## config.mk

```make
export PLATFORM = sky130hd
export DESIGN_NAME = vec_word_packer
export DESIGN_NICKNAME = d
export VERILOG_FILES = /design/src/rtl/vec_word_packer.sv
export SDC_FILE = /design/constraint.sdc
export NUM_CORES = 1
export LEC_CHECK = 0
export ABC_CLOCK_PERIOD_IN_PS = 3100
export CORE_UTILIZATION = 57
export CTS_CLUSTER_SIZE = 10
export DETAILED_ROUTE_END_ITERATION = 8
export PLACE_DENSITY = 0.85
export SYNTH_ARGS = -nofsm -noshare
export SYNTH_HDL_FRONTEND = slang
export SYNTH_SLANG_ARGS = --single-unit
export TNS_END_PERCENT = 1
```

## constraint.sdc

```tcl
create_clock -name clk -period 3.1 [get_ports clk]
set_input_delay 0.62 -clock clk [delete_from_list [all_inputs] [get_ports clk]]
set_output_delay 0.62 -clock clk [all_outputs]
set_load 0.05 [all_outputs]
```

## src/rtl/vec_word_packer.sv

```systemverilog
// vec_word_packer: assembles WORD_WIDTH words into VEC_WIDTH vectors and hands
// them downstream over a valid/ready handshake. One vector is held at the
// output while the next one is assembled in a separate register.
// Optional feature macro: VEC_PACK_LAST_FLUSH_EN. When it is defined, a word
// with in_last_i set completes the vector early and the upper words are zeroed.

`ifndef CFG_VEC_WIDTH
`define CFG_VEC_WIDTH 128
`endif

module vec_word_packer #(
  parameter int VEC_WIDTH  = `CFG_VEC_WIDTH,
  parameter int WORD_WIDTH = 32,
  parameter int CNT_WIDTH  = 32
) (
  input  logic                  clk,
  input  logic                  rst_n,
  input  logic                  in_valid_i,
  output logic                  this_ready_o,
  input  logic [WORD_WIDTH-1:0] in_word_i,
  input  logic                  in_last_i,
  output logic                  out_valid_o,
  input  logic                  next_ready_i,
  output logic [VEC_WIDTH-1:0]  vec_o,
  output logic [CNT_WIDTH-1:0]  vec_count_o
);

  localparam int WORDS = VEC_WIDTH / WORD_WIDTH;
  localparam int WIDX  = $clog2(WORDS);
  localparam logic [WIDX-1:0] LAST_IDX = WIDX'(WORDS - 1);

  typedef enum logic {FILL, HOLD} state_t;

  state_t                state_q;
  logic [WIDX-1:0]       wcnt_q;
  logic [VEC_WIDTH-1:0]  asm_q;
  logic [VEC_WIDTH-1:0]  vec_q;
  logic                  out_valid_q;
  logic [CNT_WIDTH-1:0]  vec_count_q;

  logic [VEC_WIDTH-1:0]  merged_d;
  logic                  wordAccept;
  logic                  vecHandoff;
  logic                  lastHit;
  logic                  finalWord;

`ifdef VEC_PACK_LAST_FLUSH_EN
  assign lastHit = in_last_i;
`else
  logic unusedLast;
  assign unusedLast = in_last_i;
  assign lastHit    = 1'b0;
`endif

  // The packer only takes words while assembling; ready depends on state alone
  assign this_ready_o = (state_q == FILL);
  assign wordAccept   = in_valid_i && this_ready_o;
  assign vecHandoff   = out_valid_q && next_ready_i;
  assign finalWord    = wordAccept && ((wcnt_q == LAST_IDX) || lastHit);

  assign out_valid_o  = out_valid_q;
  assign vec_o        = vec_q;
  assign vec_count_o  = vec_count_q;

  // Assembly register with the incoming word inserted at its slot and every slot above cleared
  always_comb begin
    merged_d = asm_q;
    for (int k = 0; k < WORDS; k++) begin
      if (WIDX'(k) == wcnt_q) begin
        merged_d[k*WORD_WIDTH +: WORD_WIDTH] = in_word_i;
      end else if (WIDX'(k) > wcnt_q) begin
        merged_d[k*WORD_WIDTH +: WORD_WIDTH] = '0;
      end
    end
  end

  // FILL/HOLD state machine with registered output vector, valid and handoff counter
  always_ff @(posedge clk) begin
    if (!rst_n) begin
      state_q     <= FILL;
      wcnt_q      <= '0;
      asm_q       <= '0;
      vec_q       <= '0;
      out_valid_q <= 1'b0;
      vec_count_q <= '0;
    end else begin
      if (vecHandoff) begin
        vec_count_q <= vec_count_q + 1'b1;
      end
      case (state_q)
        FILL: begin
          if (finalWord) begin
            if (!out_valid_q || next_ready_i) begin
              vec_q       <= merged_d;
              out_valid_q <= 1'b1;
              wcnt_q      <= '0;
            end else begin
              asm_q   <= merged_d;
              state_q <= HOLD;
            end
          end else begin
            if (wordAccept) begin
              asm_q  <= merged_d;
              wcnt_q <= wcnt_q + 1'b1;
            end
            if (vecHandoff) begin
              out_valid_q <= 1'b0;
            end
          end
        end
        HOLD: begin
          if (vecHandoff) begin
            vec_q   <= asm_q;
            wcnt_q  <= '0;
            state_q <= FILL;
          end
        end
        default: state_q <= FILL;
      endcase
    end
  end

endmodule
```

[After elaboration in Yosys (flattened, before gate mapping)]
Index checks and enable logic that the tools add are counted.
Widths: inputs -> output; s select.
Word-level totals
  register bits after elaboration: 292
  bits of input ports: 37
  output and inout port bits: 162
  word-level logic and storage cells: 63
Operators by class
  add/subtract/negate cells: 2
  $lt $le $gt $ge: 4
  eq/ne operators: 11
  mux-type cells: 27
  bitwise gates (word level): 1
  reduce and logical (&&, ||, !) cells: 12
Operator list (count)
  $mux 128: 6
  $mux 32: 8
  $pmux 128 s2: 1
  $add 32x1->32 const B: 1
  $reduce_and 3->1: 4
  $mux 2: 4
  $ne 2x1->1 const B: 4
  $mux 1: 6
  $eq 2x2->1 const A: 2
  $gt 1x2->1 const A: 2
  $gt 2x2->1 const A: 2
  $pmux 2 s2: 1
  $reduce_bool 2->1: 2
  $logic_and 1x1->1: 3
  $ne 3x1->1 const B: 1
  $ne 3x2->1 const B: 1
  $add 2x1->2 const B: 1
  $eq 1x2->1 const A: 1
  $eq 2x2->1 const B: 1
  $logic_not 2->1: 1
  $ne 2x2->1 const B: 1
  $pmux 1 s2: 1
  $logic_not 1->1: 1
  $logic_or 1x1->1: 1
  $not 1->1: 1

[Longest topological paths before layout]
  word-level depth: 6
  depth in mapped cells: 8
  mapped depth without buffers: 6

[Worst setup path before layout]
Ideal clock, no wire load.
  path kind: register to register
  start point: reg vec_count_q[9], in the netlist vec_count_o[9]
  end point: reg vec_count_q[31], in the netlist vec_count_o[31]
  setup time: 0.070 ns
  data arrival time: 2.123 ns
  required time: 3.030 ns
  slack: 0.907 ns
  cell stages (with the launch flop): 6
  path buffers: 1
  period minus slack after synthesis: 2.193 ns
  path through: dfxtp_1 nand3_1 or4_1 buf_2 or4_1 a21oi_1
Between the ends
  word-level cells in the longest chain between the ends: 1
RTL lines
  from (decl): line 39  | logic [CNT_WIDTH-1:0] vec_count_q;
  from (signal assigned): line 88  | vec_count_q <= vec_count_q + 1'b1;
  $add 32x1->32: line 88
No other way between the ends.
A chain may end at the register's enable or synchronous reset.

[Final worst setup path]
  start point: reg state_q
  end point: out this_ready_o
Between the ends
  word-level cells in the longest chain between the ends: 1
RTL lines
  from (decl): line 34  | state_t state_q;
  from (signal assigned): line 80  | state_q <= FILL;
  from (signal assigned): line 99  | state_q <= HOLD;
  from (signal assigned): line 115  | state_q <= FILL;
  $not 1->1 (no source line)
  to (decl): line 19  | output logic this_ready_o,
No other way between the ends.

==> summary.md <==
| Metric | Value |
|---|---|
| DR pass1 iterations | 6 |
| Crit path launch type | flop |
| Number of synthesized register bits | slightly below 300 |
| Largest net degree at the start of global routing | 76 |
| Vias/cell | between 6 and 7 |
| Fillcell total | between 1,000 and 1,500 |
| Worst hold path class | reg -> reg |
| Synthesized netlist cell count | 1,375 |
| Switching power | ~2 mW |
| Most used cell, CP | buf_4 |
| Worst Path Required | 2.48 ns |
| Via count | roughly 11,000 |
| Drt drc | 0 |
| CTS root buf | clkbuf_16 |
| Number of global-route vias before repair | 10,200 |
| Max_slew headroom | about two fifths |
| CTS tree | built |
| Max incr delay on CP | a little over 0.6 ns |
| Comb power frac | around a tenth |
| Crit path max-delay family | buffers and inverters |
| Worst Path Arrival | roughly 1.9 ns |
| Core Region | 19,800 sq um |
| Syn nets | approximately 1,400 |
| Async SR Flop Fraction | 0% |
| Multi-input logic area | 5290 sq um |
| Sequential share of power | a little under half |
| CTS resizes | 0 |
| WP depth | 3 |
| WHS Path Cells | 2 |
| Synth top area cells | dfxtp_1 (50%), nor2_1 (6.7%), nand2_1 (4.9%) |
| Post-synth EDFFs | 0 |
| Hold buffer count at CTS | 0 |
| R2r worst-path depth | 6 |
| Yosys Warn Count | 0 |
| Crit-path cells | clkinv_1 -> buf_4 -> buf_4 |
| DRT Wirelength | between 30 and 40 mm |
| Total of max-cap violations | 0 |
| Crit-path slowest cell | dfxtp_2 |
| Clk pwr share | 42.8% |
| Commonest cells in the netlist | dfxtp_1 (292), nor2_1 (208), nand2_1 (152), clkbuf_1 (126), a21oi_1 (91) |
| PnR worst setup slack | ~0.6 ns |
| Total grt overflow | 0 |
| Switching part of the total | between 20 and 25% |
| Clk buf depth | 3 |
| Full die area | ~21,000 sq um |
| Status | finished clean |
| Lkg Pwr | about 5.0 nW |
| Post-CTS Setup Inserts | 0 |
| Share of the synthesized area in the top cell type | between 50% and 60% |
| Period utilization | between 80% and 90% |
| Total Power | just over 8 mW |
| Routed WL per cell | 18.7 um |
| Mapped Avg Cell Area | roughly 8.5 sq um |
| First-pass GRT wire length | approximately 53 mm |
| Initial DRC Count | ~1,200 |
| Vert. Die Dim | between 100 and 150 um |
| Rows | 51 |
| RSZ-0062 raised after global routing | no |
| Die W | between 100 and 150 um |
| Top_reg_cell synth | dfxtp_1 |
| Slew @ Worst Pin | 0.912 ns |
| CP endpoint kind | output pin |
| Pins Over Slew Limit | 0 |
| Peak supply drop | between 0.4 and 0.5 mV |
| Post-Place Setup Slack | between 0.2 and 0.25 ns |
| Synth cell types | 43 |
| CTS sink cnt | just under 300 |
| Skew final | 0.0176 ns |
| Tot GR Track Use | 30.6% |
| Fraction of layout cells with a size suffix above 1 | between 6 and 7% |
| Synth-to-layout area growth | 27.2% |
| Pint | approximately 6.2 mW |
| Final hold vios | 0 |
| Diodes inserted | 0 |
| Clk slew on worst S/H paths | 0.05 ns |
| Power Dens Cells | 554 nW/um^2 |
| CP Max Fanout | 35 |
| Initial Utilization | 59.1% |
| Tmin final | between 2 and 2.5 ns |
| Worst-skew pair later-pin latency | approximately 0.5 ns |
| Setup violations, final | 0 |
| Antenna Nets Post-Route | 0 |
| Max Clk Rate | between 400 and 500 MHz |
| Register area | 5850 sq um |
| Cell area after synthesis | about 12,000 sq um |
| Hpwl dp | roughly 20 mm |
| Final core occ | 75.1% |
| # H-tree levels | 2 |
| CP Class | reg -> out |
| Placer Congestion | 0.890 |
| Layout Nets | 1,535 |
| TritonCTS Buffers | 35 |
| Input/output buffers | between 150 and 200 |
| Seq/Total Area, Yosys | between 50% and 60% |
| Top-count cell post-synth | dfxtp_1 |
| Fin Setup TNS | 0 ns |
| Cell taking the most area after synthesis | dfxtp_1 |
| I/O pin count | about 200 |
| Initial antenna violation count | 0 |
| WP buf/inv | 3 |
[area by class of cell]
class,count,share of cell area (%)
clock buffers,39,6.28
clock inverters,1,0.0590
inverters,9,0.278
multi-input cells,919,35.6
flip-flops and latches,292,39.4
well taps,265,2.23
repair buffers,235,16.2
[path summary, 6_finish.rpt]
check,end,start,slack (ns)
setup / recovery,this_ready_o,state_q,0.61
hold / removal,asm_q[28],asm_q[28],0.45
setup reg to reg,asm_q[117],wcnt_q[1],0.79
hold reg to reg,asm_q[28],asm_q[28],0.45
[state kept, by name, indices dropped and copies added, names as in the netlist]
register and cells:
vec_o 128, asm_q 128, out_valid_o 1, wcnt_q 2
vec_count_o 32, state_q 1
[layer usage]
metal	track usage [%]	part of all wire, %
met2	50.8	48
met4	13.6	3.1
met1	39.2	40
met3	4.84	8.6
met5	0	0
[tightest hold or removal path, cell delays in order, from the launching register on]
cell	delay, ns
dfxtp_1	0.30
nand2_1	0.05
a21oi_1	0.05
[cell usage in the layout, fill, tap and decap left out, types with 37 or more instances in the layout]
| master | instances |
|---|---|
| clkbuf_16 | 37 |
| nor3_1 | 67 |
| clkdlybuf4s50_1 | 196 |
| nand3_1 | 77 |
| a22oi_1 | 62 |
| nand2_1 | 152 |
| a21oi_1 | 89 |
| dfxtp_1 | 291 |
| nor2_1 | 206 |
| a221oi_1 | 62 |
[stage by stage]
| step | hold slack (ns) | std cells | instance area, sq um |
|---|---|---|---|
| global placement | 0.441 | 1720 | 13900 |
| CTS | 0.452 | 1760 | 14900 |
| floorplan | 0.436 | 1375 | 11700 |
| global route | 0.467 | 1760 | 14900 |
| detailed placement | 0.446 | 1720 | 13900 |
| finish | 0.450 | 1760 | 14900 |
[power by group through the flow]
stage,sequential (mW),clock [mW],combinational (mW)
after floorplan,4.05,0,0.422
after global placement,3.96,0,0.781
after detailed placement,3.96,0,0.796
after CTS,3.89,3.55,0.805
after global routing,3.89,3.71,0.864
final,3.89,3.52,0.817
[logic make-up after synthesis]
logic type / after synthesis / share of synthesized area, %
compound gates: 313 / 19.1
xor+xnor: 10 / 0.750
fa+ha+maj: 6 / 0.643
buf+inv: 164 / 5.55
flops: 292 / 50.0
mux: 34 / 2.92
simple gates: 556 / 21.0
(Power assumes the default switching activity.)
